## config.mk

```make
export PLATFORM = sky130hd
export DESIGN_NAME = sram_word_ctrl
export DESIGN_NICKNAME = d
export VERILOG_FILES = /design/src/rtl/sram_word_ctrl.sv
export SDC_FILE = /design/constraint.sdc
export NUM_CORES = 1
export LEC_CHECK = 0
export ABC_CLOCK_PERIOD_IN_PS = 1700
export BUFFER_PORTS_ARGS = -buffer_cell sky130_fd_sc_hd__buf_4
export CAP_MARGIN = 15
export CORE_UTILIZATION = 45
export DETAILED_ROUTE_END_ITERATION = 6
export GPL_TIMING_DRIVEN = 0
export PLACE_DENSITY = 0.73
export SYNTH_ARGS = -nofsm -noshare
export SYNTH_HDL_FRONTEND = slang
export SYNTH_SLANG_ARGS = --single-unit
```

## constraint.sdc

```tcl
create_clock -name clk -period 1.7 [get_ports clk]
set_input_delay 0 -clock clk [delete_from_list [all_inputs] [get_ports clk]]
set_output_delay 0 -clock clk [all_outputs]
set_load 0.02 [all_outputs]
```

## src/rtl/sram_word_ctrl.sv

```systemverilog
// Splits 32-bit MEM-stage loads/stores into two 16-bit async SRAM accesses padded to a fixed wait count.
// Optional macro SRAM_POSTED_WRITE_EN: stores post into a one-entry buffer and do not stall the pipeline.
module sram_word_ctrl #(
    parameter int unsigned ADDR_W      = 18,
    parameter int unsigned WAIT_CYCLES = 5
) (
    input  logic              clk,
    input  logic              rst,
    input  logic              rd_en,
    input  logic              wr_en,
    input  logic [31:0]       address,
    input  logic [31:0]       write_data,
    output logic [31:0]       read_data,
    output logic              ready,
    output logic [ADDR_W-1:0] sram_addr,
    output logic [15:0]       sram_dq_out,
    output logic              sram_dq_oe,
    input  logic [15:0]       sram_dq_in,
    output logic              sram_we_n
);

    localparam int unsigned WORD_W   = ADDR_W - 1;
    localparam int unsigned CNT_W    = (WAIT_CYCLES > 2) ? $clog2(WAIT_CYCLES) : 1;
    localparam int unsigned CNT_LASTV = (WAIT_CYCLES > 2) ? (WAIT_CYCLES - 3) : 0;
    localparam logic [CNT_W-1:0] CNT_LAST = CNT_W'(CNT_LASTV);

    typedef enum logic [2:0] {
        S_IDLE,
        S_ACC_LO,
        S_ACC_HI,
        S_WAIT,
        S_DONE
    } state_t;

    state_t             r_state;
    logic               r_write;
    logic [WORD_W-1:0]  r_word;
    logic [15:0]        r_wdata_hi;
    logic [CNT_W-1:0]   r_cnt;
    logic [31:0]        r_read_data;
    logic [ADDR_W-1:0]  r_sram_addr;
    logic [15:0]        r_sram_dq_out;
    logic               r_sram_dq_oe;
    logic               r_sram_we_n;

    logic               w_req;
    logic [WORD_W-1:0]  w_word;
    state_t             w_end_state;
    logic               w_unused;

    assign w_req    = rd_en | wr_en;
    assign w_word   = address[ADDR_W:2];
    assign w_unused = ^{address[31:ADDR_W+1], address[1:0]};

    assign read_data   = r_read_data;
    assign sram_addr   = r_sram_addr;
    assign sram_dq_out = r_sram_dq_out;
    assign sram_dq_oe  = r_sram_dq_oe;
    assign sram_we_n   = r_sram_we_n;

`ifdef SRAM_POSTED_WRITE_EN
    // Posted writes skip DONE; only reads hand a result back to the pipeline.
    assign w_end_state = r_write ? S_IDLE : S_DONE;

    always_comb begin
        ready = 1'b0;
        case (r_state)
            S_IDLE:  ready = !rd_en || wr_en;
            S_DONE:  ready = 1'b1;
            default: ready = r_write && !w_req;
        endcase
    end
`else
    assign w_end_state = S_DONE;

    always_comb begin
        ready = (r_state == S_DONE) || ((r_state == S_IDLE) && !w_req);
    end
`endif

    // Access sequencer; SRAM strobes are registered so address/data are stable for whole cycles.
    always_ff @(posedge clk) begin
        if (!rst) begin
            r_state       <= S_IDLE;
            r_write       <= 1'b0;
            r_word        <= '0;
            r_wdata_hi    <= '0;
            r_cnt         <= '0;
            r_read_data   <= '0;
            r_sram_addr   <= '0;
            r_sram_dq_out <= '0;
            r_sram_dq_oe  <= 1'b0;
            r_sram_we_n   <= 1'b1;
        end else begin
            case (r_state)
                S_IDLE: begin
                    if (w_req) begin
                        r_state       <= S_ACC_LO;
                        r_write       <= wr_en;
                        r_word        <= w_word;
                        r_wdata_hi    <= write_data[31:16];
                        r_sram_addr   <= {w_word, 1'b0};
                        r_sram_dq_out <= write_data[15:0];
                        r_sram_dq_oe  <= wr_en;
                        r_sram_we_n   <= !wr_en;
                    end
                end
                S_ACC_LO: begin
                    if (!r_write) begin
                        r_read_data[15:0] <= sram_dq_in;
                    end
                    r_state       <= S_ACC_HI;
                    r_sram_addr   <= {r_word, 1'b1};
                    r_sram_dq_out <= r_wdata_hi;
                end
                S_ACC_HI: begin
                    if (!r_write) begin
                        r_read_data[31:16] <= sram_dq_in;
                    end
                    r_sram_we_n  <= 1'b1;
                    r_sram_dq_oe <= 1'b0;
                    r_cnt        <= '0;
                    r_state      <= (WAIT_CYCLES > 2) ? S_WAIT : w_end_state;
                end
                S_WAIT: begin
                    if (r_cnt == CNT_LAST) begin
                        r_state <= w_end_state;
                    end else begin
                        r_cnt <= r_cnt + CNT_W'(1);
                    end
                end
                S_DONE: begin
                    r_state <= S_IDLE;
                end
                default: begin
                    r_state <= S_IDLE;
                end
            endcase
        end
    end

endmodule

```

==> results.toml, run 1 <==
[critical_path]
critical_path.startpoint_type = "register"
crit_fanout = 17
timing.rr.end = "r_word[1]"
crit_chain = "buf_6 -> or2_1 -> buf_2 -> clkbuf_2 -> o21ai_0 -> a21oi_1"
reg2reg_from = "r_state[1]"
slowest_stage = "dfxtp_1"
worst_setup_path_end_kind = "register"
rrSetupSlack_ns = 0.13
crit_type = "reg2reg"
reg2reg_depth = 6
cp_slowest_stage_delay_ns = 0.34
crit_arrival_ns = 1.80
required_ns = 1.94

[synth]
syn_area_sq_mm = 0.00431
yosysSeqAreaShare_pct = 50.2
synth_xor_area_share_pct = 0
synth_compound_area_share_pct = 26.5
synth_cells = 515
synth_top_family_by_area = "compound AO/OA/AOI/OAI gates"
synthAdderAreaFrac_pct = 0.581
yosys_warnings = 0
synthMuxAreaShare_pct = 0
ys_types = 36
syn_nets = 601
ys_ff_latch = 108
synthSimpleGateAreaFrac_pct = 15.9
avgSynthCellArea_sq_um = 8.36

[min_path]
min_from = "wr_en"
hold_depth = 3
worstHoldEndpoint = "sram_dq_oe"
hp-class = "in2reg"

[floorplanning]
die_h_microns = 99.8
die-area_sq_mm = 0.00997
chipWidth_microns = 99.8
start_util_pct = 46.6
placeableCoreArea_sq_mm = 0.00924
core.rowCount = 35
ios = 153

[grt]
grtUsageMet2_pct = 45.6
grt_pass1_vias = 4341
antenna_found_initial = 0
grt_pass1_wl_microns = 20900
busiest_layer = "met2"
gr-usage-all-layers_pct = 26.5
grt_use_met1_pct = 33.3
grt_max_degree = 19
grt_overflow_total = 0
gr-usage-met3_pct = 4.46

[clocking]
clkTransAtPathRegs_ns = 0.11
clock-root-buffer = "clkbuf_8"
post_cts_buffers = 0
clockBufferDepth = 2
tritoncts = "built"
clock_latency_ns = 0.37
clkSinkCount = 108
cts_buffers = 9
cts_htree_levels = 3

[placement]
hpwl_microns = 8890
placed_area_sq_mm = 0.00550
port_buffers = 137
gp_congestion = 0.848
dp_slack_ns = 0.0955

[cells_and_area]
final_cell_mix = "147 x buf_4, 108 x dfxtp_1, 87 x a21oi_1, 87 x o21ai_0, 81 x nand2_1"
fin_nets = 811
area_delta_synth_final_pct = 46.9
drive_above_1_share_pct = 26.6
num_antenna_cells = 0
postLayoutCellArea_sq_mm = 0.00633
final_common_cell = "buf_4"

[detailed_routing]
drt-initial-drc-count = 217
viasPerCell = 5.31
wl_per_cell_microns = 15.5
drt-pass1-iter-count = 5
via_count = 4562
final_antenna_net_count = 0
wirelength_microns = 13300
drc = 0

[timing]
period_share_pct = 92.1
rsz0062_at_grt = "false"
setup_viol = 0
skew_ns = 0.0147
worst_slew_pin_slew_ns = 0.563
holdWs_ns = 0.00795
report.final.hold_viol_count = 0
final.setup.tns_ns = 0
fmax_mhz = 639
fin_ws_ns = 0.134
final.min_clock_period_ns = 1.57
max-slew-margin-rel_pct = 62.4
drv_slew = 0

[run_status]
status = "finished clean"

[power_and_ir_drop]
total_power_mw = 5.97
p_per_area_mw_per_mm2 = 943
vdd_drop_max_mv = 0.605
power.leakage_nw = 2.56

[run]
cap_violations = 0
area by class of cell:
type / instances / area (sq um)
Sequential cell: 108 / 2160
Tap cell: 129 / 161
Clock inverter: 5 / 43.8
Clock buffer: 11 / 141
Timing Repair Buffer: 202 / 1680
Multi-Input combinational cell: 355 / 1850
Fill cell: 762 / 2910
Buffer: 47 / 284
Inverter: 2 / 7.51
synthesized netlist by cell type:
library cell / n / share of area [%]
a21o_1: 2 / 0.35
o21bai_1: 1 / 0.17
buf_4: 10 / 1.7
nor4b_1: 1 / 0.20
o21ba_2: 1 / 0.23
nor4b_4: 2 / 1.1
ha_1: 2 / 0.58
a2111oi_0: 1 / 0.20
a31oi_1: 33 / 4.8
clkbuf_1: 20 / 1.7
nor2_2: 1 / 0.15
a21oi_1: 87 / 10
or3b_1: 1 / 0.20
nor2_1: 3 / 0.26
inv_1: 1 / 0.087
nand2b_1: 2 / 0.29
o21ai_0: 87 / 10
nor2b_1: 2 / 0.29
nor3_4: 1 / 0.38
clkinv_1: 1 / 0.087
clkbuf_2: 5 / 0.58
and3b_1: 1 / 0.20
nand4_1: 1 / 0.15
nor3b_4: 1 / 0.44
or4b_1: 2 / 0.46
nand3_1: 35 / 4.1
dfxtp_1: 108 / 50
a2bb2oi_1: 1 / 0.20
buf_2: 9 / 1.0
o21ai_1: 1 / 0.12
nand4b_1: 1 / 0.20
and3_1: 1 / 0.15
or2_1: 2 / 0.29
nand2_1: 81 / 7.1
buf_6: 6 / 1.6
a221oi_1: 1 / 0.20
layer usage:
metal  vias up  routed length, microns
li1       2239                       -
met1      2130                    5810
met2       165                    6410
met3        28                     754
met4         0                     312
met5         -                       0
state kept, by name (all words and copies together), names as in the netlist:
signal	cells
sram_we_n	1
r_write	1
sram_dq_out	16
r_word	17
read_data	32
r_state	3
r_wdata_hi	16
sram_dq_oe	1
sram_addr	18
r_cnt	3
where the power goes:
part / total [mW] / switching [mW] / internal, mW
Combinational: 1.58 / 0.885 / 0.696
Clock: 1.50 / 0.907 / 0.596
Sequential: 2.89 / 0.124 / 2.77
Total: 5.97 / 1.91 / 4.06
kinds of logic (layout without fill, tap and decap cells):
logic type,Yosys count,after routing
simple gates,138,138
fa+ha+maj,2,2
buf+inv,52,267
flops,108,108
compound gates,215,215
what timing repair did:
action                                 CTS  global route
endpoints found under the hold margin   98             0
resized for setup                        0            14
setup endpoints to repair                1            45
hold buffers                            65             0
cloned                                   0             0
how the worst max path moves through the flow:
stage / start / to / cells past startpoint
2_1_floorplan: r_write / read_data[19] / 5
3_3_place_gp: r_state[2] / sram_dq_out[5] / 5
3_5_place_dp: r_state[2] / sram_dq_out[6] / 5
4_1_cts: r_state[1] / r_word[14] / 6
5_1_grt: r_state[1] / r_wdata_hi[13] / 6
6_report: r_state[1] / r_word[1] / 6
stage by stage:
| step | util, % | cells |
|---|---|---|
| after detailed placement | 59.5 | 781 |
| after global placement | 59.5 | 781 |
| after floorplan | - | 515 |
| after CTS | 68.4 | 860 |
| after global routing | 68.5 | 859 |
| final | 68.5 | 859 |
worst max-delay path: cells and delay by family (launching register included):
family                 cells  cell delay, ns
AO/OA/AOI/OAI              2            0.31
AND/OR/NAND/NOR            1            0.21
flip-flops                 1            0.34
buffers and inverters      3            0.60
No activity file was read; power rests on OpenSTA's default activity.
==> run 2: changes to the inputs <==
--- a/config.mk
+++ b/config.mk
@@ -5,7 +5,7 @@
 export SDC_FILE = /design/constraint.sdc
 export NUM_CORES = 1
 export LEC_CHECK = 0
-export ABC_CLOCK_PERIOD_IN_PS = 1700
+export ABC_CLOCK_PERIOD_IN_PS = 2000
 export BUFFER_PORTS_ARGS = -buffer_cell sky130_fd_sc_hd__buf_4
 export CAP_MARGIN = 15
 export CORE_UTILIZATION = 45
==> constraint.sdc (replaced) <==
create_clock -name clk -period 2 [get_ports clk]
set_input_delay 0 -clock clk [delete_from_list [all_inputs] [get_ports clk]]
set_output_delay 0 -clock clk [all_outputs]
set_load 0.02 [all_outputs]
==> run 2 against run 1 <==
Worst hold slack worse by 0.00097 ns. First-iteration DRC count is 8.8% lower. Sequential power is 15% lower. Final area hardly changed. Routed wire length hardly changed. Register-to-register slack better by 0.23 ns. Utilization hardly changed. Non-clock buffer count is 3 higher. Via count is 0.96% higher. Flip-flop and latch count stayed put. Die area stayed put. Largest cell class unchanged. Largest power group unchanged.
==> results.toml, run 2 (synthesized netlist as in run 1, its figures left out) <==
[timing]
report.final.hold_viol_count = 0
max-slew-margin-rel_pct = 61.9
fin_ws_ns = 0.243
holdWs_ns = 0.00698
skew_ns = 0.0147
worst_slew_pin_slew_ns = 0.570
period_share_pct = 87.9
final.min_clock_period_ns = 1.76
rsz0062_at_grt = "false"
final.setup.tns_ns = 0
fmax_mhz = 569
setup_viol = 0
drv_slew = 0

[critical_path]
crit_chain = "buf_6 -> or2_1 -> buf_2 -> clkbuf_1 -> nor2_1 -> buf_4"
endpoint = "ready"
worstSetupStartpoint = "r_state[1]"
reg2reg_from = "r_state[0]"
slowest_stage = "dfxtp_1"
critical_path.startpoint_type = "register"
reg2reg_depth = 5
worst_setup_path_end_kind = "output pin"
crit_fanout = 10
cp.depth = 6
timing.rr.end = "r_wdata_hi[14]"
crit_family = "buffers and inverters"
rrSetupSlack_ns = 0.36
cp_num_buf_inv = 4
crit_type = "reg2out"
crit_arrival_ns = 1.76
cp_slowest_stage_delay_ns = 0.37
required_ns = 2.00

[cells_and_area]
final_cell_mix = "147 x buf_4, 108 x dfxtp_1, 87 x a21oi_1, 87 x o21ai_0, 81 x nand2_1"
drive_above_1_share_pct = 25.6
fin_nets = 814
final_common_cell = "buf_4"
largest_reg_flops = 32
area_delta_synth_final_pct = 47.0
num_antenna_cells = 0

[detailed_routing]
wirelength_microns = 13300
drt-initial-drc-count = 198
via_count = 4606
viasPerCell = 5.34
drc = 0
wl_per_cell_microns = 15.4
drt-pass1-iter-count = 5
final_antenna_net_count = 0

[grt]
grt_overflow_total = 0
grt_max_degree = 19
gr-usage-all-layers_pct = 26.5
grt_pass1_wl_microns = 21000
grt_pass1_vias = 4338
antenna_found_initial = 0

[clocking]
clock_latency_ns = 0.37
clkSinkCount = 108
clockBufferDepth = 2
clkTransAtPathRegs_ns = 0.11
cts_resized = 0
post_cts_buffers = 0
clock-root-buffer = "clkbuf_8"
cts_buffers = 9
tritoncts = "built"
cts_htree_levels = 3

[floorplanning]
core.rowCount = 35
die-area_sq_mm = 0.00997
placeableCoreArea_sq_mm = 0.00924
chipWidth_microns = 99.8
ios = 153
start_util_pct = 46.6
die_h_microns = 99.8

[power_and_ir_drop]
power.leakage_nw = 2.54
vdd_drop_max_mv = 0.513
switching_share_pct = 32.2
combPwrFrac_pct = 26.4
p_per_area_mw_per_mm2 = 802
p_sw_mw = 1.63
internal-power_mw = 3.45
pwr-share-seq_pct = 48.3
clkPwrFrac_pct = 25.3

[min_path]
hp-class = "in2reg"

[placement]
gp_congestion = 0.848
hpwl_microns = 8890
dp_slack_ns = 0.395
port_buffers = 137

[run_status]
status = "finished clean"

[run]
cap_violations = 0
## run 2: cell count changes in the layout (fill, tap and decap cells not counted), sizes merged
cell    previous run  this run
buf              161       162
clkbuf            34        36
## run 2: area by class of cell
cell class / instances / area [sq um]
clock inverters: 5 / 43.8
flip-flops and latches: 108 / 2160
fillers: 763 / 2910
repair buffers: 202 / 1680
inverters: 2 / 7.51
plain buffers: 50 / 288
multi-input cells: 355 / 1850
well taps: 129 / 161
clock buffers: 11 / 141
## run 2: worst min-delay path by stage
stage / start / endpoint / slack [ns] / cells after the start
3_3_place_gp: sram_dq_in[15] / read_data[31] / 0.26 / 3
6_report: wr_en / sram_dq_oe / 0.007 / 3
5_1_grt: wr_en / sram_dq_oe / 0.02 / 3
4_1_cts: wr_en / sram_dq_oe / 0.001 / 3
3_5_place_dp: sram_dq_in[3] / read_data[19] / 0.27 / 3
2_1_floorplan: sram_dq_in[10] / read_data[10] / 0.14 / 2
## run 2: power by group through the flow
| stage | Combinational [mW] | Sequential (mW) | Clock [mW] |
|---|---|---|---|
| after global placement | 1.20 | 2.49 | 0 |
| after CTS | 1.32 | 2.45 | 1.30 |
| after global routing | 1.45 | 2.48 | 1.37 |
| after floorplan | 0.569 | 2.64 | 0 |
| after detailed placement | 1.22 | 2.50 | 0 |
| final | 1.34 | 2.46 | 1.28 |
## run 2: metrics by stage
| step | cell area, sq um | instances | util (%) | power [mW] |
|---|---|---|---|---|
| final | 6330 | 862 | 68.5 | 5.08 |
| after global routing | 6330 | 862 | 68.5 | 5.30 |
| after CTS | 6330 | 862 | 68.5 | 5.07 |
| after detailed placement | 5500 | 781 | 59.5 | 3.72 |
| after global placement | 5500 | 781 | 59.5 | 3.69 |
| after floorplan | 4310 | 515 | - | 3.21 |
## run 2: layer usage
| layer | track usage, % | vias up | wire length [microns] |
|---|---|---|---|
| li1 | - | 2246 | - |
| met1 | 33.3 | 2144 | 5590 |
| met2 | 45.7 | 190 | 6480 |
| met3 | 4.46 | 26 | 918 |
| met4 | 9.95 | 0 | 306 |
| met5 | 0 | - | 0 |
## run 2: worst min-delay path, stage by stage
cell and delay [ns]:
buf_4 0.13, nand3_1 0.12, a21oi_1 0.07
## run 2: timing repair
action,in CTS,in global routing
endpoints found under the setup margin,0,0
endpoints found under the hold margin,98,0
hold buffers,65,0
